$ cat config.mk
export PLATFORM = sky130hd
export DESIGN_NAME = rob_commit_unit_flat
export DESIGN_NICKNAME = d
export VERILOG_FILES = /design/src/rtl/rob_commit_unit_if.sv /design/src/rtl/rob_commit_unit.sv /design/src/flat_wrapper.sv
export SDC_FILE = /design/constraint.sdc
export NUM_CORES = 1
export LEC_CHECK = 0
export CAP_MARGIN = 20
export CORE_MARGIN = 8
export CORE_UTILIZATION = 40
export CTS_CLUSTER_DIAMETER = 100
export DETAILED_ROUTE_END_ITERATION = 7
export GPL_TIMING_DRIVEN = 0
export SKIP_CTS_REPAIR_TIMING = 1
export SYNTH_ARGS = -nofsm -noshare
export SYNTH_HDL_FRONTEND = slang
export SYNTH_SLANG_ARGS = --single-unit
export TNS_END_PERCENT = 50
$ cat constraint.sdc
create_clock -name clk -period 6.26 [get_ports clk]
set_clock_uncertainty 0.1 [all_clocks]
set_input_delay 0.626 -clock clk [delete_from_list [all_inputs] [get_ports clk]]
set_output_delay 0.626 -clock clk [all_outputs]
set_load 0.01 [all_outputs]
$ cat src/rtl/rob_commit_unit_if.sv
// rtl/rob_commit_unit_if.sv - allocation, writeback, flush and commit signals of the reorder buffer
interface rob_commit_unit_if #(
    parameter int ROB_DEPTH_BITS = 4,
    parameter int PHY_BITS       = 6,
    parameter int LOG_BITS       = 5
);
    logic                      alloc_valid;
    logic                      alloc_uses_rw;
    logic [PHY_BITS-1:0]       alloc_rw_phy;
    logic [LOG_BITS-1:0]       alloc_rw_log;
    logic [ROB_DEPTH_BITS-1:0] alloc_tag;
    logic                      alloc_ready;
    logic                      wb_valid;
    logic [ROB_DEPTH_BITS-1:0] wb_tag;
    logic                      flush;
    logic                      commit_valid;
    logic                      reg_wr_en;
    logic [PHY_BITS-1:0]       reg_wr_addr;
    logic [LOG_BITS-1:0]       reg_wr_log;
    logic [ROB_DEPTH_BITS:0]   count;
    logic                      empty;

    modport master (
        output alloc_valid, alloc_uses_rw, alloc_rw_phy, alloc_rw_log,
        output wb_valid, wb_tag, flush,
        input  alloc_tag, alloc_ready, commit_valid, reg_wr_en,
        input  reg_wr_addr, reg_wr_log, count, empty
    );

    modport slave (
        input  alloc_valid, alloc_uses_rw, alloc_rw_phy, alloc_rw_log,
        input  wb_valid, wb_tag, flush,
        output alloc_tag, alloc_ready, commit_valid, reg_wr_en,
        output reg_wr_addr, reg_wr_log, count, empty
    );
endinterface

$ cat src/rtl/rob_commit_unit.sv
// rtl/rob_commit_unit.sv - reorder buffer issuing tags and retiring in order with physical-register commit
module rob_commit_unit #(
    parameter int ROB_DEPTH      = 16,
    parameter int ROB_DEPTH_BITS = 4,
    parameter int PHY_BITS       = 6,
    parameter int LOG_BITS       = 5
) (
    input  logic                clk,
    input  logic                rst,
    rob_commit_unit_if.slave    rob
);
    localparam int PTR_W = ROB_DEPTH_BITS + 1;
    localparam logic [PTR_W-1:0] PTR_ONE  = PTR_W'(1);
    localparam logic [PTR_W-1:0] FULL_CNT = PTR_W'(ROB_DEPTH);

    logic [PTR_W-1:0]          head_q;
    logic [PTR_W-1:0]          tail_q;
    logic [PTR_W-1:0]          count_w;
    logic [ROB_DEPTH_BITS-1:0] head_idx;
    logic [ROB_DEPTH_BITS-1:0] tail_idx;

    logic [ROB_DEPTH-1:0]      valid_q;
    logic [ROB_DEPTH-1:0]      done_q;
    logic [ROB_DEPTH-1:0]      uses_rw_q;
    logic [PHY_BITS-1:0]       phy_q [ROB_DEPTH];
    logic [LOG_BITS-1:0]       log_q [ROB_DEPTH];

    logic                      commit_valid_q;
    logic                      reg_wr_en_q;
    logic [PHY_BITS-1:0]       reg_wr_addr_q;
    logic [LOG_BITS-1:0]       reg_wr_log_q;

    logic                      full;
    logic                      do_alloc;
    logic                      do_commit;
    logic                      do_wb;

    assign head_idx  = head_q[ROB_DEPTH_BITS-1:0];
    assign tail_idx  = tail_q[ROB_DEPTH_BITS-1:0];
    assign count_w   = tail_q - head_q;
    assign full      = (count_w == FULL_CNT);

    assign do_alloc  = rob.alloc_valid && !full;
    assign do_commit = valid_q[head_idx] && done_q[head_idx];
    // An entry retiring this edge must not have its done bit re-raised after invalidation.
    assign do_wb     = rob.wb_valid && valid_q[rob.wb_tag] &&
                       !(do_commit && (rob.wb_tag == head_idx));

    always_ff @(posedge clk or posedge rst) begin
        if (rst) begin
            valid_q        <= '0;
            done_q         <= '0;
            head_q         <= '0;
            tail_q         <= '0;
            commit_valid_q <= 1'b0;
            reg_wr_en_q    <= 1'b0;
            reg_wr_addr_q  <= '0;
            reg_wr_log_q   <= '0;
        end else if (rob.flush) begin
            valid_q        <= '0;
            done_q         <= '0;
            head_q         <= '0;
            tail_q         <= '0;
            commit_valid_q <= 1'b0;
            reg_wr_en_q    <= 1'b0;
        end else begin
            if (do_commit) begin
                valid_q[head_idx] <= 1'b0;
                done_q[head_idx]  <= 1'b0;
                head_q            <= head_q + PTR_ONE;
                commit_valid_q    <= 1'b1;
                reg_wr_en_q       <= uses_rw_q[head_idx] && (log_q[head_idx] != '0);
                reg_wr_addr_q     <= phy_q[head_idx];
                reg_wr_log_q      <= log_q[head_idx];
            end else begin
                commit_valid_q    <= 1'b0;
                reg_wr_en_q       <= 1'b0;
            end
            if (do_wb) begin
                done_q[rob.wb_tag] <= 1'b1;
            end
            // Allocation is applied last so it wins over a same-entry writeback.
            if (do_alloc) begin
                valid_q[tail_idx] <= 1'b1;
                done_q[tail_idx]  <= 1'b0;
                tail_q            <= tail_q + PTR_ONE;
            end
        end
    end

    // Payload is only read while its valid bit is set, so it needs no reset.
    always_ff @(posedge clk) begin
        if (do_alloc && !rob.flush) begin
            uses_rw_q[tail_idx] <= rob.alloc_uses_rw;
            phy_q[tail_idx]     <= rob.alloc_rw_phy;
            log_q[tail_idx]     <= rob.alloc_rw_log;
        end
    end

    assign rob.alloc_tag    = tail_idx;
    assign rob.alloc_ready  = !full;
    assign rob.count        = count_w;
    assign rob.empty        = (count_w == '0);
    assign rob.commit_valid = commit_valid_q;
    assign rob.reg_wr_en    = reg_wr_en_q;
    assign rob.reg_wr_addr  = reg_wr_addr_q;
    assign rob.reg_wr_log   = reg_wr_log_q;
endmodule

$ cat src/flat_wrapper.sv
// flat-port wrapper written by rule: the top's interface ports become plain ports
module rob_commit_unit_flat 
#(
    parameter int ROB_DEPTH      = 16,
    parameter int ROB_DEPTH_BITS = 4,
    parameter int PHY_BITS       = 6,
    parameter int LOG_BITS       = 5
)
  (clk, rst, rob_alloc_valid, rob_alloc_uses_rw, rob_alloc_rw_phy, rob_alloc_rw_log, rob_wb_valid, rob_wb_tag, rob_flush, rob_alloc_tag, rob_alloc_ready, rob_commit_valid, rob_reg_wr_en, rob_reg_wr_addr, rob_reg_wr_log, rob_count, rob_empty);
  rob_commit_unit_if #(.ROB_DEPTH_BITS(ROB_DEPTH_BITS), .PHY_BITS(PHY_BITS), .LOG_BITS(LOG_BITS)) rob_i ();
  input  logic clk;
  input  logic rst;
  input wire logic [$bits(rob_i.alloc_valid)-1:0] rob_alloc_valid;
  input wire logic [$bits(rob_i.alloc_uses_rw)-1:0] rob_alloc_uses_rw;
  input wire logic [$bits(rob_i.alloc_rw_phy)-1:0] rob_alloc_rw_phy;
  input wire logic [$bits(rob_i.alloc_rw_log)-1:0] rob_alloc_rw_log;
  input wire logic [$bits(rob_i.wb_valid)-1:0] rob_wb_valid;
  input wire logic [$bits(rob_i.wb_tag)-1:0] rob_wb_tag;
  input wire logic [$bits(rob_i.flush)-1:0] rob_flush;
  output wire logic [$bits(rob_i.alloc_tag)-1:0] rob_alloc_tag;
  output wire logic [$bits(rob_i.alloc_ready)-1:0] rob_alloc_ready;
  output wire logic [$bits(rob_i.commit_valid)-1:0] rob_commit_valid;
  output wire logic [$bits(rob_i.reg_wr_en)-1:0] rob_reg_wr_en;
  output wire logic [$bits(rob_i.reg_wr_addr)-1:0] rob_reg_wr_addr;
  output wire logic [$bits(rob_i.reg_wr_log)-1:0] rob_reg_wr_log;
  output wire logic [$bits(rob_i.count)-1:0] rob_count;
  output wire logic [$bits(rob_i.empty)-1:0] rob_empty;
  assign rob_i.alloc_valid = rob_alloc_valid;
  assign rob_i.alloc_uses_rw = rob_alloc_uses_rw;
  assign rob_i.alloc_rw_phy = rob_alloc_rw_phy;
  assign rob_i.alloc_rw_log = rob_alloc_rw_log;
  assign rob_i.wb_valid = rob_wb_valid;
  assign rob_i.wb_tag = rob_wb_tag;
  assign rob_i.flush = rob_flush;
  assign rob_alloc_tag = rob_i.alloc_tag;
  assign rob_alloc_ready = rob_i.alloc_ready;
  assign rob_commit_valid = rob_i.commit_valid;
  assign rob_reg_wr_en = rob_i.reg_wr_en;
  assign rob_reg_wr_addr = rob_i.reg_wr_addr;
  assign rob_reg_wr_log = rob_i.reg_wr_log;
  assign rob_count = rob_i.count;
  assign rob_empty = rob_i.empty;
  rob_commit_unit #(.ROB_DEPTH(ROB_DEPTH), .ROB_DEPTH_BITS(ROB_DEPTH_BITS), .PHY_BITS(PHY_BITS), .LOG_BITS(LOG_BITS)) u_core (.clk(clk), .rst(rst), .rob(rob_i));
endmodule
==> results.md, run 1 <==
- Die height: 179 microns
- CP max stage cell: clkbuf_1
- Final Hold Fails: 0
- Rel. slew slack: 0.353
- Commonest non-fill, non-tap cell in the layout: edfxtp_1
- Internal power: 2.85 mW
- Startpoint types: flip-flop
- Diode count: 0
- Kind of critical path: reg2out
- Slew Viols, Final: 0
- Fin crit share: 0.781
- Post-route ant nets: 0
- Area Growth Syn to Fin: 18.2%
- DRC Markers: 0
- Later-pin clock latency in the skew report: 550 ps
- Total Wirelength: 27700 microns
- Cell Chain, Critical Path: clkbuf_1 > inv_1 > ha_1 > nor2b_1 > o21ai_0 > nor4b_2 > o211a_4 > inv_2 > buf_6 > clkdlybuf4s50_1
- Pre-antenna DRT Iters: 5
- Die area: 32100 sq um
- Max-cap viol count: 0
- Clk sinks: 247
- Ys flop type: edfxtp_1
- Worst min path class: reg2reg
- Post-layout minimum cycle time: 4890 ps
- Fillcell total: 2261
- Routed WL per cell: 25.4 microns
- DP Wirelength: 18000 microns
- YS warnings: 0
- Most frequent cells in the layout: edfxtp_1 (192), mux4_2 (61), dfrtp_1 (55)
- Post-Synthesis Cells: 651
- Synthesized flop and latch total: 247
- Post-Syn Area: 10700 sq um
- Clock Path Buffers: 3
- Leakage: 4.23 nW
- Mapped Avg Cell Area: 16.4 sq um
- Switching power: 0.757 mW
- Starting DRT DRC Count: 703
- Worst-Margin Slew: 970 ps
- Clock-pin slew on the worst setup and hold paths: 60 ps
- Post-synthesis sequential area ratio: 0.670
- VDD IR-drop max: 0.000202 V
- Syn nets: 685
- Buffering stage count on the worst path with inverters included: 5
- Row count: 59
- Clock share of power: 0.444
- Final setup vio count: 0
- CTS Buf Count: 27
- CTS tree: built
- Fmax: 205 MHz
- Vias in the first global route: 6545
- I/O pin count: 45
- Total Power: 3.60 mW
- WP data arrival: 4160 ps
- Pwr per Cell Area: 286 nW/um^2
- Overall global routing resource usage: 0.175
- Routed via count: 6408
- Die width: 179 microns
- Worst-path maximum fanout: 10
- Delay-heaviest family, CP: buffers and inverters
- EDFF count, synth: 192
- Total grt overflow: 0
- Vias/cell: 5.89
- Async SR Flop Fraction: 0.223
- Reg power frac: 0.505
- Slowest cell delay on critical path: 660 ps
- Status: complete, no violations
- Core Region: 26100 sq um
- RSZ-0062 raised after global routing: false
- Largest net degree at the start of global routing: 31
- Setup_tns: 0 ps
- First-pass GRT wire length: 41500 microns
- Netlist cell types: 54
- Worst path required time: 5530 ps
- Switch share: 0.210
- Initial core utilization: 0.408
- Post-layout nets: 766
- Routability cong.: 0.905
- Initial antenna violation count: 0
- Combinational power share: 0.051
- Root Buffer: clkbuf_16
- Port Buffers: 42
- # H-tree levels: 1
- Crit end category: output pin
- Layout cells sized above 1: 0.227
power groups by stage:
stage,sequential [mW],combinational [mW],clock (mW)
6_report,1.82,0.183,1.60
4_1_cts,1.82,0.187,1.63
2_1_floorplan,1.86,0.0690,0
3_5_place_dp,1.85,0.186,0
5_1_grt,1.82,0.200,1.69
3_3_place_gp,1.85,0.179,0
metrics by stage:
stage / setup WS (ps) / utilization / hold WS, ps / cell area, sq um / instances
6_report: 1370 / 0.482 / 395 / 12600 / 1088
5_1_grt: 1140 / 0.482 / 422 / 12600 / 1088
4_1_cts: 1330 / 0.482 / 399 / 12600 / 1087
3_5_place_dp: 1490 / 0.447 / 386 / 11700 / 1037
3_3_place_gp: 1120 / 0.440 / 380 / 11500 / 1028
2_1_floorplan: 2680 / - / 394 / 10700 / 651
Yosys cell counts, types with 7 or more instances:
| cell type | count | area, sq um |
|---|---|---|
| nor3_1 | 8 | 40.0 |
| mux4_2 | 61 | 1370 |
| buf_6 | 7 | 78.8 |
| ha_1 | 12 | 150 |
| o21ai_0 | 27 | 135 |
| a21oi_1 | 9 | 45.0 |
| a221oi_1 | 9 | 78.8 |
| nand3_1 | 27 | 135 |
| edfxtp_1 | 192 | 5770 |
| clkbuf_1 | 15 | 56.3 |
| nand2_1 | 46 | 173 |
| mux2_2 | 11 | 124 |
| a22oi_1 | 14 | 105 |
| inv_1 | 15 | 56.3 |
| dfrtp_1 | 55 | 1380 |
| nand4_1 | 18 | 113 |
| nor2_1 | 43 | 161 |
worst paths after layout:
kind,start,to,slack (ps),cells past startpoint
max,u_core.head_q[1]$_DFFE_PP0P_,rob_alloc_ready,1370,10
min,u_core.rob.reg_wr_log[3]$_DFFE_PP0P_,u_core.rob.reg_wr_log[3]$_DFFE_PP0P_,400,1
max reg2reg,u_core.head_q[1]$_DFFE_PP0P_,u_core.log_q[1][4]$_DFFE_PP_,1430,11
min reg2reg,u_core.rob.reg_wr_log[3]$_DFFE_PP0P_,u_core.rob.reg_wr_log[3]$_DFFE_PP0P_,400,1
max in group asynchronous,rst,u_core.rob.reg_wr_log[2]$_DFFE_PP0P_,4990,3
min in group asynchronous,rst,u_core.valid_q[1]$_DFF_PP0_,440,2
kinds of logic (layout without fill, tap and decap cells):
group,count (synthesis),after routing,synth area share
compound gates,89,89,0.0607
buf+inv,52,154,0.0265
simple gates,166,166,0.0759
mux,76,76,0.145
xor+xnor,8,8,0.00657
fa+ha+maj,13,13,0.0160
flops,247,247,0.670
flip-flops by register name, indices dropped and copies added, names as in the netlist, 6 cells and up:
signal,count
u_core.log_q,80
u_core.done_q,16
u_core.phy_q,96
u_core.rob.reg_wr_addr,6
u_core.uses_rw_q,16
u_core.valid_q,16
area by class of cell:
class	instances	area [sq um]	share of cell area
Clock buffer	36	739	0.0587
Buffer	35	219	0.0174
Clock inverter	14	161	0.0128
Timing Repair Buffer	52	576	0.0457
Multi-Input combinational cell	352	3280	0.260
Sequential cell	247	7140	0.567
Tap cell	335	419	0.0333
Inverter	17	63.8	0.00506
metal layers:
metal	GRT usage	vias up	part of all wire
met4	0.0552	0	0.027
met2	0.280	275	0.47
li1	-	2751	-
met5	0	-	0
met1	0.242	3323	0.43
met3	0.0297	59	0.070
No activity file was read; power rests on OpenSTA's default activity.
==> run 2: changes to the inputs <==
==> constraint.sdc (replaced) <==
create_clock -name clk -period 4 [get_ports clk]
set_clock_uncertainty 0.1 [all_clocks]
set_input_delay 0.4 -clock clk [delete_from_list [all_inputs] [get_ports clk]]
set_output_delay 0.4 -clock clk [all_outputs]
set_load 0.01 [all_outputs]
==> run 2 against run 1 <==
  * The flow now finishes with violations (DRC)
  * Power is 57% higher
  * Sequential share of layout area is 0.23 points lower
  * Combinational power is 59% higher
  * Sequential power is 57% higher
  * Final cell count hardly changed
  * Worst setup slack worse by 1300 ps
  * Register-to-register slack worse by 1300 ps
  * Critical path depth is 2 higher
  * Cell area is 0.45% higher
  * Hold slack worse by 180 ps
  * Global-route usage stayed put
==> results.md, run 2 (synthesized netlist as in run 1, its figures left out) <==
- Worst-Margin Slew: 880 ps (-90.3 ps)
- CTS tree: built
- Pre-antenna DRT Iters: 8 (+3)
- Largest registers: u_core.phy_q (96), u_core.log_q (80)
- Hold slack: 214 ps (-181 ps)
- Clk sinks: 247 (unchanged)
- Fin crit share: 0.972
- Overall global routing resource usage: 0.175 (unchanged)
- Kind of critical path: reg2reg
- First-pass GRT wire length: 41500 microns (unchanged)
- Post-layout nets: 765 (-0.13%)
- Worst Reg-to-Reg Cells: 12 (+1)
- Root Buffer: clkbuf_16
- Die height: 179 microns (unchanged)
- Vias in the first global route: 6545 (unchanged)
- Most frequent cells in the layout: edfxtp_1 (192), mux4_2 (61), dfrtp_1 (53)
- Buffering stage count on the worst path with inverters included: 5 (unchanged)
- Leakage: 4.23 nW (about the same)
- CP max stage cell: nor2_2
- Delay-heaviest family, CP: simple AND/OR/NAND/NOR gates
- Fillcell total: 2257 (-0.18%)
- Final Non-Filler Cells: 1087 (-0.092%)
- Diode count: 0 (unchanged)
- DP Wirelength: 18000 microns (unchanged)
- Layout Utilization: 0.484 (+0.00216)
- Post-layout minimum cycle time: 3890 ps
- Port Buffers: 42 (unchanged)
- Later-pin clock latency in the skew report: 540 ps (about the same)
- R2R Setup Slk: 110 ps (-1320 ps)
- DRC Markers: 7 (+7)
- Post-route ant nets: 0 (unchanged)
- Vias/cell: 5.86 (-0.55%)
- Worst setup slack after layout: 114 ps (-1260 ps)
- Row count: 59 (unchanged)
- Post-Place Setup Slack: -767 ps (-2260 ps)
- Crit end category: flip-flop
- Final setup vio count: 0 (unchanged)
- Clock-pin slew on the worst setup and hold paths: 60 ps (about the same)
- Die width: 179 microns (unchanged)
- Routed via count: 6367 (-0.64%)
- RSZ-0062 raised after global routing: true
- Initial core utilization: 0.408 (unchanged)
- Slew Viols, Final: 0 (unchanged)
- Cell Chain, Critical Path: buf_4 > inv_1 > ha_1 > nor2b_1 > o21ai_1 > a211oi_2 > o211a_4 > inv_2 > buf_6 > nand3_1 > nor2_2 > buf_8
- Reg with most FFs: u_core.phy_q
- Largest register FFs: 96 (unchanged)
- Starting DRT DRC Count: 727 (+3.4%)
- CTS Buf Count: 27 (unchanged)
- Worst-path maximum fanout: 10 (unchanged)
- Worst min path class: in2async
- Failing checks: DRC
- Dpl cells: 1037 (unchanged)
- VDD IR-drop max: 0.000316 V (+57%)
- Max-cap viol count: 0 (unchanged)
- # H-tree levels: 1 (unchanged)
- Fmax: 257 MHz
- WP data arrival: 4040 ps (-120 ps)
- Commonest non-fill, non-tap cell in the layout: edfxtp_1
- Initial antenna violation count: 0 (unchanged)
- Setup_tns: 0 ps (unchanged)
- Critical path depth: 12 (+2)
- Die area: 32100 sq um (unchanged)
- Clock Path Buffers: 3 (unchanged)
- Core Region: 26100 sq um (unchanged)
- Total Wirelength: 27600 microns (-0.29%)
- Routability cong.: 0.905 (unchanged)
- Total grt overflow: 0 (unchanged)
- Largest net degree at the start of global routing: 31 (unchanged)
- Routed WL per cell: 25.4 microns (-0.19%)
- Pwr per Cell Area: 446 nW/um^2 (+56%)
- Final Hold Fails: 0 (unchanged)
- Status: finished, violations left
- Slowest cell delay on critical path: 550 ps (-110 ps)
- Worst path required time: 4150 ps (-1380 ps)
- I/O pin count: 45 (unchanged)
- Area Growth Syn to Fin: 18.7%
- Layout cells sized above 1: 0.231 (+0.00429)
- Startpoint types: flip-flop
- Rel. slew slack: 0.413 (+0.0609)
## run 2: cell types whose count changed in the layout (fill, tap and decap cells not counted), moves of 2 or more
| cell | change |
|---|---|
| nor2_2 | -8 |
| dfrtp_2 | +2 |
| nor2_4 | +8 |
| dfrtp_1 | -2 |
## run 2: metrics by stage
step	total power, mW	instance area (sq um)
floorplan	3.01	10700
global route	5.81	12700
finish	5.64	12700
CTS	5.70	12600
global placement	3.18	11500
detailed placement	3.19	11700
## run 2: worst paths after layout
path                                                 startpoint                                    to
min reg2reg                u_core.rob.reg_wr_log[3]$_DFFE_PP0P_  u_core.rob.reg_wr_log[3]$_DFFE_PP0P_
max in group asynchronous                                   rst          u_core.tail_q[0]$_DFFE_PP0P_
min                                                         rst           u_core.valid_q[1]$_DFF_PP0_
max                                u_core.head_q[1]$_DFFE_PP0P_         u_core.phy_q[13][1]$_DFFE_PP_
max reg2reg                        u_core.head_q[1]$_DFFE_PP0P_         u_core.phy_q[13][1]$_DFFE_PP_
min in group clk                                  rob_wb_tag[3]            u_core.done_q[0]$_DFF_PP0_
## run 2: worst register-to-register path: stages (launching register included)
cell and delay (ps):
dfrtp_2 470, buf_4 230, inv_1 280, ha_1 290, nor2b_1 130, o21ai_1 250, a211oi_2 130, o211a_4 300
inv_2 70, buf_6 130, nand3_1 450, nor2_2 560, buf_8 220
## run 2: per-layer routing
layer | global-route usage | vias to the layer above | wire length, microns
met2 | 0.280 | 252 | 13100
met1 | 0.242 | 3304 | 11900
li1 | - | 2751 | -
met5 | 0 | - | 0
met4 | 0.0552 | 0 | 774
met3 | 0.0297 | 60 | 1830
## run 2: layout make-up
class | count | area [sq um] | area share
buffer | 34 | 219 | 0.0173
clock buffer | 36 | 739 | 0.0584
clock inverter | 14 | 161 | 0.0128
inverter | 17 | 66.3 | 0.00524
multi-input combinational | 352 | 3330 | 0.263
sequential | 247 | 7140 | 0.565
tap | 335 | 419 | 0.0331
timing repair buffer | 52 | 578 | 0.0457
## run 2: report_power, final
part | switching [mW] | internal [mW] | leakage, nW
clock | 1.00 | 1.50 | 0.449
sequential | 0.0278 | 2.82 | 2.48
combinational | 0.154 | 0.137 | 1.30
